===== config.mk =====
export PLATFORM = sky130hd
export DESIGN_NAME = core_interface_regs_flat
export DESIGN_NICKNAME = d
export VERILOG_FILES = /design/src/rtl/core_interface_regs_if.sv /design/src/rtl/core_interface_regs.sv /design/src/flat_wrapper.sv
export SDC_FILE = /design/constraint.sdc
export NUM_CORES = 1
export LEC_CHECK = 0
export CORE_MARGIN = 1
export CORE_UTILIZATION = 32
export DETAILED_ROUTE_END_ITERATION = 10
export DONT_BUFFER_PORTS = 1
export GPL_TIMING_DRIVEN = 0
export PLACE_DENSITY = 0.46
export SYNTH_ARGS = -nofsm -noshare
export SYNTH_HDL_FRONTEND = slang
export SYNTH_SLANG_ARGS = --single-unit

===== constraint.sdc =====
create_clock -name clk_i -period 3.3 [get_ports clk_i]
set_input_delay 0.495 -clock clk_i [delete_from_list [all_inputs] [get_ports clk_i]]
set_output_delay 0.495 -clock clk_i [all_outputs]
set_load 0.1 [all_outputs]

===== src/rtl/core_interface_regs_if.sv =====
// ----------------------------------------------------------------------------
// core_interface_regs_if
//
// Host instruction bus for the core_interface_regs register bridge.
//
// Signals:
//   instruction_i  8-bit opcode, presented every cycle
//   address_i      24-bit target address
//   value_i        32-bit write data
//   result_o       32-bit registered read result returned by the bridge
//
// Modports:
//   master  host side: drives instruction/address/value, receives result
//   slave   bridge side: receives instruction/address/value, drives result
// ----------------------------------------------------------------------------
interface core_interface_regs_if;
    logic [7:0]  instruction_i;
    logic [23:0] address_i;
    logic [31:0] value_i;
    logic [31:0] result_o;

    modport master (
        output instruction_i,
        output address_i,
        output value_i,
        input  result_o
    );

    modport slave (
        input  instruction_i,
        input  address_i,
        input  value_i,
        output result_o
    );
endinterface


===== src/rtl/core_interface_regs.sv =====
// ----------------------------------------------------------------------------
// core_interface_regs
//
// Memory-mapped register bridge between a host instruction bus and one user
// core. Each cycle one 8-bit instruction is decoded against a 24-bit address
// window [START_ADDRESS, END_ADDRESS]. Inside the window, local index
// idx = address - START_ADDRESS selects:
//   0 .. TOTAL_INPUTS-1                           host-writable input regs
//   TOTAL_INPUTS .. TOTAL_INPUTS+TOTAL_OUTPUTS-1  read-only output regs
//   anything else                                 unmapped (reads 0)
//
// Opcodes: 0x00 NOP, 0x01 WRITE, 0x02 READ, 0x03 STREAM, 0x04 CLEAR,
//          0x05..0xFF behave as NOP.
//
// Optional feature macro: CORE_INTERFACE_STREAM_EN
//   defined     -> stream pointer, STREAM opcode and stream_o mirror exist
//   not defined -> stream_o is constant 0 and 0x03 decodes as NOP
//
// Ports:
//   clk_i           single clock, rising edge
//   rst_ni          synchronous active-low reset
//   host            host instruction bus (slave modport)
//   stream_o        registered mirror of the register at the stream pointer
//   core_inputs_o   flattened input regs, reg k at [32k+31:32k]
//   core_outputs_i  flattened core results, same packing
// ----------------------------------------------------------------------------
module core_interface_regs #(
    parameter int unsigned TOTAL_INPUTS  = 4,
    parameter int unsigned TOTAL_OUTPUTS = 1,
    parameter logic [23:0] START_ADDRESS = 24'd0,
    parameter logic [23:0] END_ADDRESS   = 24'd4
) (
    input  logic                        clk_i,
    input  logic                        rst_ni,
    core_interface_regs_if.slave        host,
    output logic [31:0]                 stream_o,
    output logic [32*TOTAL_INPUTS-1:0]  core_inputs_o,
    input  logic [32*TOTAL_OUTPUTS-1:0] core_outputs_i
);

    localparam int unsigned IN_W  = 32 * TOTAL_INPUTS;
    localparam int unsigned OUT_W = 32 * TOTAL_OUTPUTS;
    localparam logic [23:0] SPAN  = END_ADDRESS - START_ADDRESS;

    typedef enum logic [7:0] {
        OP_NOP    = 8'h00,
        OP_WRITE  = 8'h01,
        OP_READ   = 8'h02,
        OP_STREAM = 8'h03,
        OP_CLEAR  = 8'h04
    } opcode_e;

    // The subtraction is done one bit wider so a borrow flags addresses
    // below START_ADDRESS; there is no wrap-around into the window.
    function automatic logic window_hit(input logic [23:0] addr);
        logic [24:0] diff;
        diff = {1'b0, addr} - {1'b0, START_ADDRESS};
        return !diff[24] && (diff[23:0] <= SPAN);
    endfunction

    // Shared read mapping for READ and the stream mirror.
    function automatic logic [31:0] read_map(
        input logic [23:0]      addr,
        input logic [IN_W-1:0]  ins,
        input logic [OUT_W-1:0] outs
    );
        logic [23:0] idx;
        logic [31:0] val;
        val = '0;
        idx = addr - START_ADDRESS;
        if (window_hit(addr)) begin
            for (int unsigned k = 0; k < TOTAL_INPUTS; k++) begin
                if (idx == 24'(k)) val = ins[32*k +: 32];
            end
            for (int unsigned k = 0; k < TOTAL_OUTPUTS; k++) begin
                if (idx == 24'(TOTAL_INPUTS + k)) val = outs[32*k +: 32];
            end
        end
        return val;
    endfunction

    logic [IN_W-1:0]  in_q,     in_d;
    logic [OUT_W-1:0] out_q,    out_d;
    logic [31:0]      result_q, result_d;
    logic             hit;
    logic [23:0]      idx;

    assign hit = window_hit(host.address_i);
    assign idx = host.address_i - START_ADDRESS;

    always_comb begin
        in_d     = in_q;
        result_d = result_q;
        // Output registers sample the core unconditionally every cycle.
        out_d    = core_outputs_i;

        case (host.instruction_i)
            OP_WRITE: begin
                // Only input registers are writable; output and unmapped
                // indices fall through untouched.
                if (hit) begin
                    for (int unsigned k = 0; k < TOTAL_INPUTS; k++) begin
                        if (idx == 24'(k)) in_d[32*k +: 32] = host.value_i;
                    end
                end
            end
            OP_READ:  result_d = read_map(host.address_i, in_q, out_q);
            OP_CLEAR: in_d     = '0;
            default:  ;
        endcase
    end

    always_ff @(posedge clk_i) begin
        if (!rst_ni) begin
            in_q     <= '0;
            out_q    <= '0;
            result_q <= '0;
        end else begin
            in_q     <= in_d;
            out_q    <= out_d;
            result_q <= result_d;
        end
    end

    assign host.result_o = result_q;
    assign core_inputs_o = in_q;

`ifdef CORE_INTERFACE_STREAM_EN
    logic [23:0] ptr_q,    ptr_d;
    logic [31:0] stream_q, stream_d;

    always_comb begin
        ptr_d = ptr_q;
        if (host.instruction_i == OP_STREAM && hit) ptr_d = host.address_i;
        // Reads the registered state, so a new pointer or freshly written
        // register shows up one edge later than the instruction.
        stream_d = read_map(ptr_q, in_q, out_q);
    end

    always_ff @(posedge clk_i) begin
        if (!rst_ni) begin
            ptr_q    <= START_ADDRESS;
            stream_q <= '0;
        end else begin
            ptr_q    <= ptr_d;
            stream_q <= stream_d;
        end
    end

    assign stream_o = stream_q;
`else
    assign stream_o = '0;
`endif

endmodule


===== src/flat_wrapper.sv =====
// flat-port wrapper written by rule: the top's interface ports become plain ports
module core_interface_regs_flat 
#(
    parameter int unsigned TOTAL_INPUTS  = 4,
    parameter int unsigned TOTAL_OUTPUTS = 1,
    parameter logic [23:0] START_ADDRESS = 24'd0,
    parameter logic [23:0] END_ADDRESS   = 24'd4
)
  (clk_i, rst_ni, stream_o, core_inputs_o, core_outputs_i, host_instruction_i, host_address_i, host_value_i, host_result_o);
  core_interface_regs_if host_i ();
  input  logic clk_i;
  input  logic rst_ni;
  output logic [31:0] stream_o;
  output logic [32*TOTAL_INPUTS-1:0] core_inputs_o;
  input  logic [32*TOTAL_OUTPUTS-1:0] core_outputs_i;
  input wire logic [$bits(host_i.instruction_i)-1:0] host_instruction_i;
  input wire logic [$bits(host_i.address_i)-1:0] host_address_i;
  input wire logic [$bits(host_i.value_i)-1:0] host_value_i;
  output wire logic [$bits(host_i.result_o)-1:0] host_result_o;
  assign host_i.instruction_i = host_instruction_i;
  assign host_i.address_i = host_address_i;
  assign host_i.value_i = host_value_i;
  assign host_result_o = host_i.result_o;
  core_interface_regs #(.TOTAL_INPUTS(TOTAL_INPUTS), .TOTAL_OUTPUTS(TOTAL_OUTPUTS), .START_ADDRESS(START_ADDRESS), .END_ADDRESS(END_ADDRESS)) u_core (.clk_i(clk_i), .rst_ni(rst_ni), .host(host_i), .stream_o(stream_o), .core_inputs_o(core_inputs_o), .core_outputs_i(core_outputs_i));
endmodule

Word-level counts from Yosys, hierarchy flattened
Index checks and enable logic that the tools add are counted.
{ "word_totals": {"reg_bits": 192, "elab_cells": 37, "out_inout_bits": 192} }
{ "classes": {"n_eq_ne": 12, "order_cmp": 1, "n_mux": 12, "reduce_logical": 6} }
{ "op_table": {"columns": ["op", "count"], "rows": [
  ["32-bit two-way mux", 10],
  ["128-bit case mux with 2 select lines", 1],
  ["128-bit two-way mux", 1],
  ["24-bit by 2-bit == test with 1-bit output, second input constant", 2],
  ["24-bit by 1-bit == test with 1-bit output, second input constant", 1],
  ["24-bit by 3-bit == test with 1-bit output, second input constant", 1],
  ["24-bit by 3-bit less-or-equal comparator with 1-bit output, second input constant", 1],
  ["24-bit logical NOT", 1],
  ["3-bit AND reduction", 4],
  ["2-bit by 1-bit != test with 1-bit output, second input constant", 5],
  ["8-bit by 1-bit == test with 1-bit output, second input constant", 1],
  ["8-bit by 2-bit == test with 1-bit output, second input constant", 1],
  ["8-bit by 3-bit == test with 1-bit output, second input constant", 1],
  ["2-bit nonzero test", 1]
]} }

Logic depth before layout (Yosys ltp)
{ "logic_depth": {"depth_word": 7, "mapped_depth": 8} }

Least setup slack after synthesis
No wires, ideal clock.
{ "synth_timing": {"path_type": "input-to-reg", "start": "input host_address_i[9]", "end": "register u_core.in_q[32] (netlist: u_core.core_inputs_o[32])", "path_stages": 6, "slack_ps": 1286, "n_path_buf": 1, "setup_ps": 118, "t_arrival_ps": 1896, "cell_sequence": "nor4_4 nand4_4 o31ai_4 o21ai_2 buf_6 a22o_1"} }
{ "synth_via": {"elab_chain_len": 3} }
{ "synth_lines": {"columns": ["element", "line_no", "rtl"], "rows": [
  ["start, declared", "flat_wrapper.sv:17", "input wire logic [$bits(host_i.address_i)-1:0] host_address_i;"],
  ["24-bit by 3-bit less-or-equal comparator with 1-bit output or 24-bit by 1-bit == test with 1-bit output (tied branches)", "core_interface_regs.sv:58, core_interface_regs.sv:103", null],
  ["2-bit by 1-bit != test with 1-bit output (no source line)", null, null],
  ["3-bit AND reduction (no source line) (*)", null, null],
  ["end signal, assigned", "core_interface_regs.sv:119", "in_q <= in_d;"],
  ["end, declared", "core_interface_regs.sv:82", "logic [IN_W-1:0] in_q, in_d;"]
]} }
Every way passes the cells marked *; elsewhere a longest branch is shown, timed or not.
A chain may end at the register's enable or synchronous reset.

Final worst setup path
{ "layout_timing": {"start": "input host_address_i[1]", "end": "register u_core.result_q[20] (netlist: u_core.host.result_o[20])"} }
{ "layout_via": {"elab_chain_len": 7} }
{ "layout_lines": {"columns": ["element", "line_no", "rtl"], "rows": [
  ["24-bit logical NOT", "core_interface_regs.sv:73", "if (idx == 24'(k)) val = ins[32*k +: 32];"],
  ["32-bit two-way mux (4 in series)", "core_interface_regs.sv:73", null],
  ["32-bit two-way mux", "core_interface_regs.sv:76", "if (idx == 24'(TOTAL_INPUTS + k)) val = outs[32*k +: 32];"],
  ["32-bit two-way mux (*)", "core_interface_regs.sv:71", "if (window_hit(addr)) begin"],
  ["end signal, assigned", "core_interface_regs.sv:121", "result_q <= result_d;"],
  ["end, declared", "core_interface_regs.sv:84", "logic [31:0] result_q, result_d;"]
]} }
Marked as above.

==> results summary <==
The flow ran to the end, and the final reports show no timing, DRC or antenna violations. The total number of vias is just over 6000. The number of global-route vias before repair was 5775. The H-tree level count is 4.

A synthesized cell averages 9.73 um2. The async set-reset flop share out of synthesis came out at 0%. The number of sinks driven by the clock tree came out at roughly 190. The maximum number of pins on one net before global-route repair is 20. The sum of internal, switching and leakage power is just under 5 mW. TritonCTS built the clock tree. Using the TritonRoute via totals, the vias-per-cell ratio works out to roughly 5.1. The total count of max-transition violations in the final report came out at 0. Data on the critical path arrives at its endpoint at 2.54 ns. The cell leakage power came out at approximately 3.3 nW. The die area is between 20000 and 30000 um2. Counting instances, the worst hold path has a depth of 1.

The final critical-path required period is ~2.3 ns. The maximum net fanout on the critical path came out at 10. The category of the worst setup path launch point is a primary input. The final number of setup-violating endpoints is 0. At the worst endpoint, the required time is 3.59 ns.

The number of I/O pins is 290. The vertical die dimension came out at between 150 and 200 um. At the end of routability-driven placement, the weighted congestion stood at roughly 0.8. The initial antenna violation count came out at 1.

Buffers added to address setup during post-CTS repair amount to 0. The post-route antenna net violation count came out at 0. The post-layout utilization of the core came out at a little under two fifths. The fraction of the yosys area taken by sequential cells came out at 48.9%. The worst setup path is captured at a register.

The ratio of cells with drive above 1 in the final layout came out at approximately 16%. In this run the most critical hold path is launched from host_value_i[7]. The clock tree buffer depth came out at 2. The final layout contains routed wiring with a total length of about 27000 um. The number of cell instances on the worst register-to-register path came out at 3. The DRC violation total after the first TritonRoute iteration is 450.

The floorplan core area is around 24000 um2. The worst hold slack after final layout is 0.181 ns. The CTS root buffer is sky130_fd_sc_hd__clkbuf_16. In this run the critical register-to-register path is captured at u_core.host.result_o[23]. For flop-to-flop paths, the worst setup slack is 1.46 ns. The worst hold path terminates at u_core.core_inputs_o[39]. The floorplan has 56 rows. The worst setup slack after layout came out at between 1 and 1.5 ns.

The area share of the leading cell type in the synthesized netlist came out at 48.9%. The number of failing hold endpoints at the final stage came to 0. The slew at the pin closest to its max-slew limit came out at 1.12 ns. Clock-pin slew was measured on the worst setup and hold paths at approximately 0.08 ns.

The number of distinct standard cells referenced by the synthesized netlist is 39. The kind of critical path is in2reg. The number of buffers inserted during clock tree synthesis is 17. At the end of the flow, the number of nets in the layout was about 960.

The routed wirelength normalized by instance count came out at roughly 23 um. The post-cts hold buffer count is 0. The setup slack at placement is 0.569 ns. Ranked by total cell area, the synthesized netlist is headed by sky130_fd_sc_hd__dfxtp_1 (49%), sky130_fd_sc_hd__nand2_1 (9.2%), sky130_fd_sc_hd__mux4_2 (7.2%). The portion of total power attributed to the clock network is between 40% and 50%. The synthesized netlist occupies a cell area of a little under 8000 um2. The die span in x came out at between 150 and 200 um. The highest clock frequency the design can meet came out at 0.443 GHz. The path class of the tightest hold or removal check is in2reg. The worst path uses 68.4% of the clock period. Across the run, the number of max-cap violations was 0. The synthesized design spends more area on one cell type than any other, namely sky130_fd_sc_hd__dfxtp_1. The number of register bits inferred by synthesis came out at about 190. The number of detailed-routing iterations run before antenna repair is 5. The combinational fraction of design power is under 10%.

The global router's overall resource usage is 21.4%. The leading register cell type out of synthesis is sky130_fd_sc_hd__dfxtp_1. For this run the aggregate overflow at the end of global routing stands at 0.

Sequential cells burn 47.8% of the power. The number of enable flip-flop cells after synthesis came out at 0. The cell total after placement is 1158. The wire length of the first global-routing pass came out at between 30000 and 40000 um. VDD sags by at most 338 uV. Internal power comes to 3.57 mW. The net load switching power came out at 1.33 mW. Input and output buffers added on the ports amount to 0. The switching portion of total power came out at ~27%. Setup repair after global routing left no endpoint under its margin.

After filler insertion, the fill cell instance count of the layout stands at between 2000 and 2500. The relative max-transition margin is around a quarter. The power density relative to cell area came out at 544 nW/um2. The finished layout cell area is 9000 um2. For this run, design rule violations remaining after detail routing come to 0. The worst-case clock skew came out at between 0.01 and 0.015 ns. The startpoint identified for the worst register-to-register timing path is u_core.core_inputs_o[87]. The initial standard-cell utilization of the core is 33.1%.

The HPWL after detailed placement came out at slightly below 20000 um. The gate count of the mapped netlist came out at 808. The post-CTS resize count came out at 0. The synthesis warning total came out at 0. The post-route setup TNS is 0 ns. Excluding fillers, the count of instances in the completed layout stands at ~1200.

The later pin in the worst-skew pair is clocked with a latency of between 0.4 and 0.5 ns. From synthesis to final layout, the design area changed by 14.6%. The cell area after placement is roughly 8400 um2. In the layout the commonest cells are sky130_fd_sc_hd__nand2_1 (192), sky130_fd_sc_hd__dfxtp_1 (192), sky130_fd_sc_hd__a21oi_1 (100).
[worst max-delay path by stage]
| stage | start | end | slack, ns | cells past startpoint |
|---|---|---|---|---|
| after floorplan | host_address_i[9] | u_core.core_inputs_o[32] | 1.29 | 6 |
| after global placement | host_address_i[1] | u_core.host.result_o[14] | 0.59 | 6 |
| after detailed placement | host_address_i[1] | u_core.host.result_o[20] | 0.57 | 6 |
| after CTS | host_address_i[1] | u_core.host.result_o[20] | 1.03 | 6 |
| after global routing | host_address_i[1] | u_core.host.result_o[20] | 0.95 | 6 |
| final | host_address_i[1] | u_core.host.result_o[20] | 1.04 | 6 |
[worst max-delay path: stages]
cell,delay [ns]
sky130_fd_sc_hd__buf_2,0.30
sky130_fd_sc_hd__buf_2,0.46
sky130_fd_sc_hd__clkbuf_1,0.66
sky130_fd_sc_hd__mux4_2,0.44
sky130_fd_sc_hd__nand2_1,0.08
sky130_fd_sc_hd__a31oi_1,0.09
[final cells by class]
type	count	area, um2	area share, %
multi-input combinational	551	3520	39.0
clock inverter	15	201	2.24
antenna	1	2.50	0.0278
tap	319	399	4.43
inverter	2	7.51	0.0834
sequential	192	3840	42.7
clock buffer	17	425	4.72
buffer	94	608	6.75
[synthesized netlist by cell type, drive strengths merged (2+ instances only)]
| cell | instances |
|---|---|
| nor3 | 4 |
| buf | 62 |
| nor2b | 10 |
| and4 | 2 |
| a31oi | 23 |
| nand2 | 192 |
| nor2 | 6 |
| o22ai | 7 |
| clkbuf | 32 |
| a22o | 64 |
| dfxtp | 192 |
| mux2i | 7 |
| a22oi | 3 |
| nor4 | 8 |
| and3 | 8 |
| and2 | 33 |
| o21ai | 13 |
| nand4 | 7 |
| mux4 | 25 |
| inv | 2 |
| a21oi | 100 |
[metal layers]
metal  up-vias  GRT usage (%)  wire length (um)
met4         0           4.90               334
met3        19           7.16              2240
met1      2899           28.0             12000
li1       2887              -                 -
met5         -              0                 0
met2       259           33.9             12700
[power by group through the flow]
stage	clock, mW	combinational (mW)	sequential [mW]
2_1_floorplan	0	0.297	2.39
3_3_place_gp	0	0.355	2.40
5_1_grt	2.35	0.370	2.34
4_1_cts	2.25	0.356	2.34
6_report	2.21	0.354	2.34
3_5_place_dp	0	0.356	2.40
[logic make-up after synthesis]
group           Yosys count  synth area share, %
simple gates            276                 17.8
compound gates          211                 17.4
flops                   192                 48.9
buf+inv                  96                 7.83
mux                      32                 8.06
other cells               1               0.0477
[sequential cells by signal (all words and copies together) (netlist names)]
| register | count |
|---|---|
| u_core.core_inputs_o | 128 |
| u_core.out_q | 32 |
| u_core.host.result_o | 32 |
No activity file was read; power rests on OpenSTA's default activity.
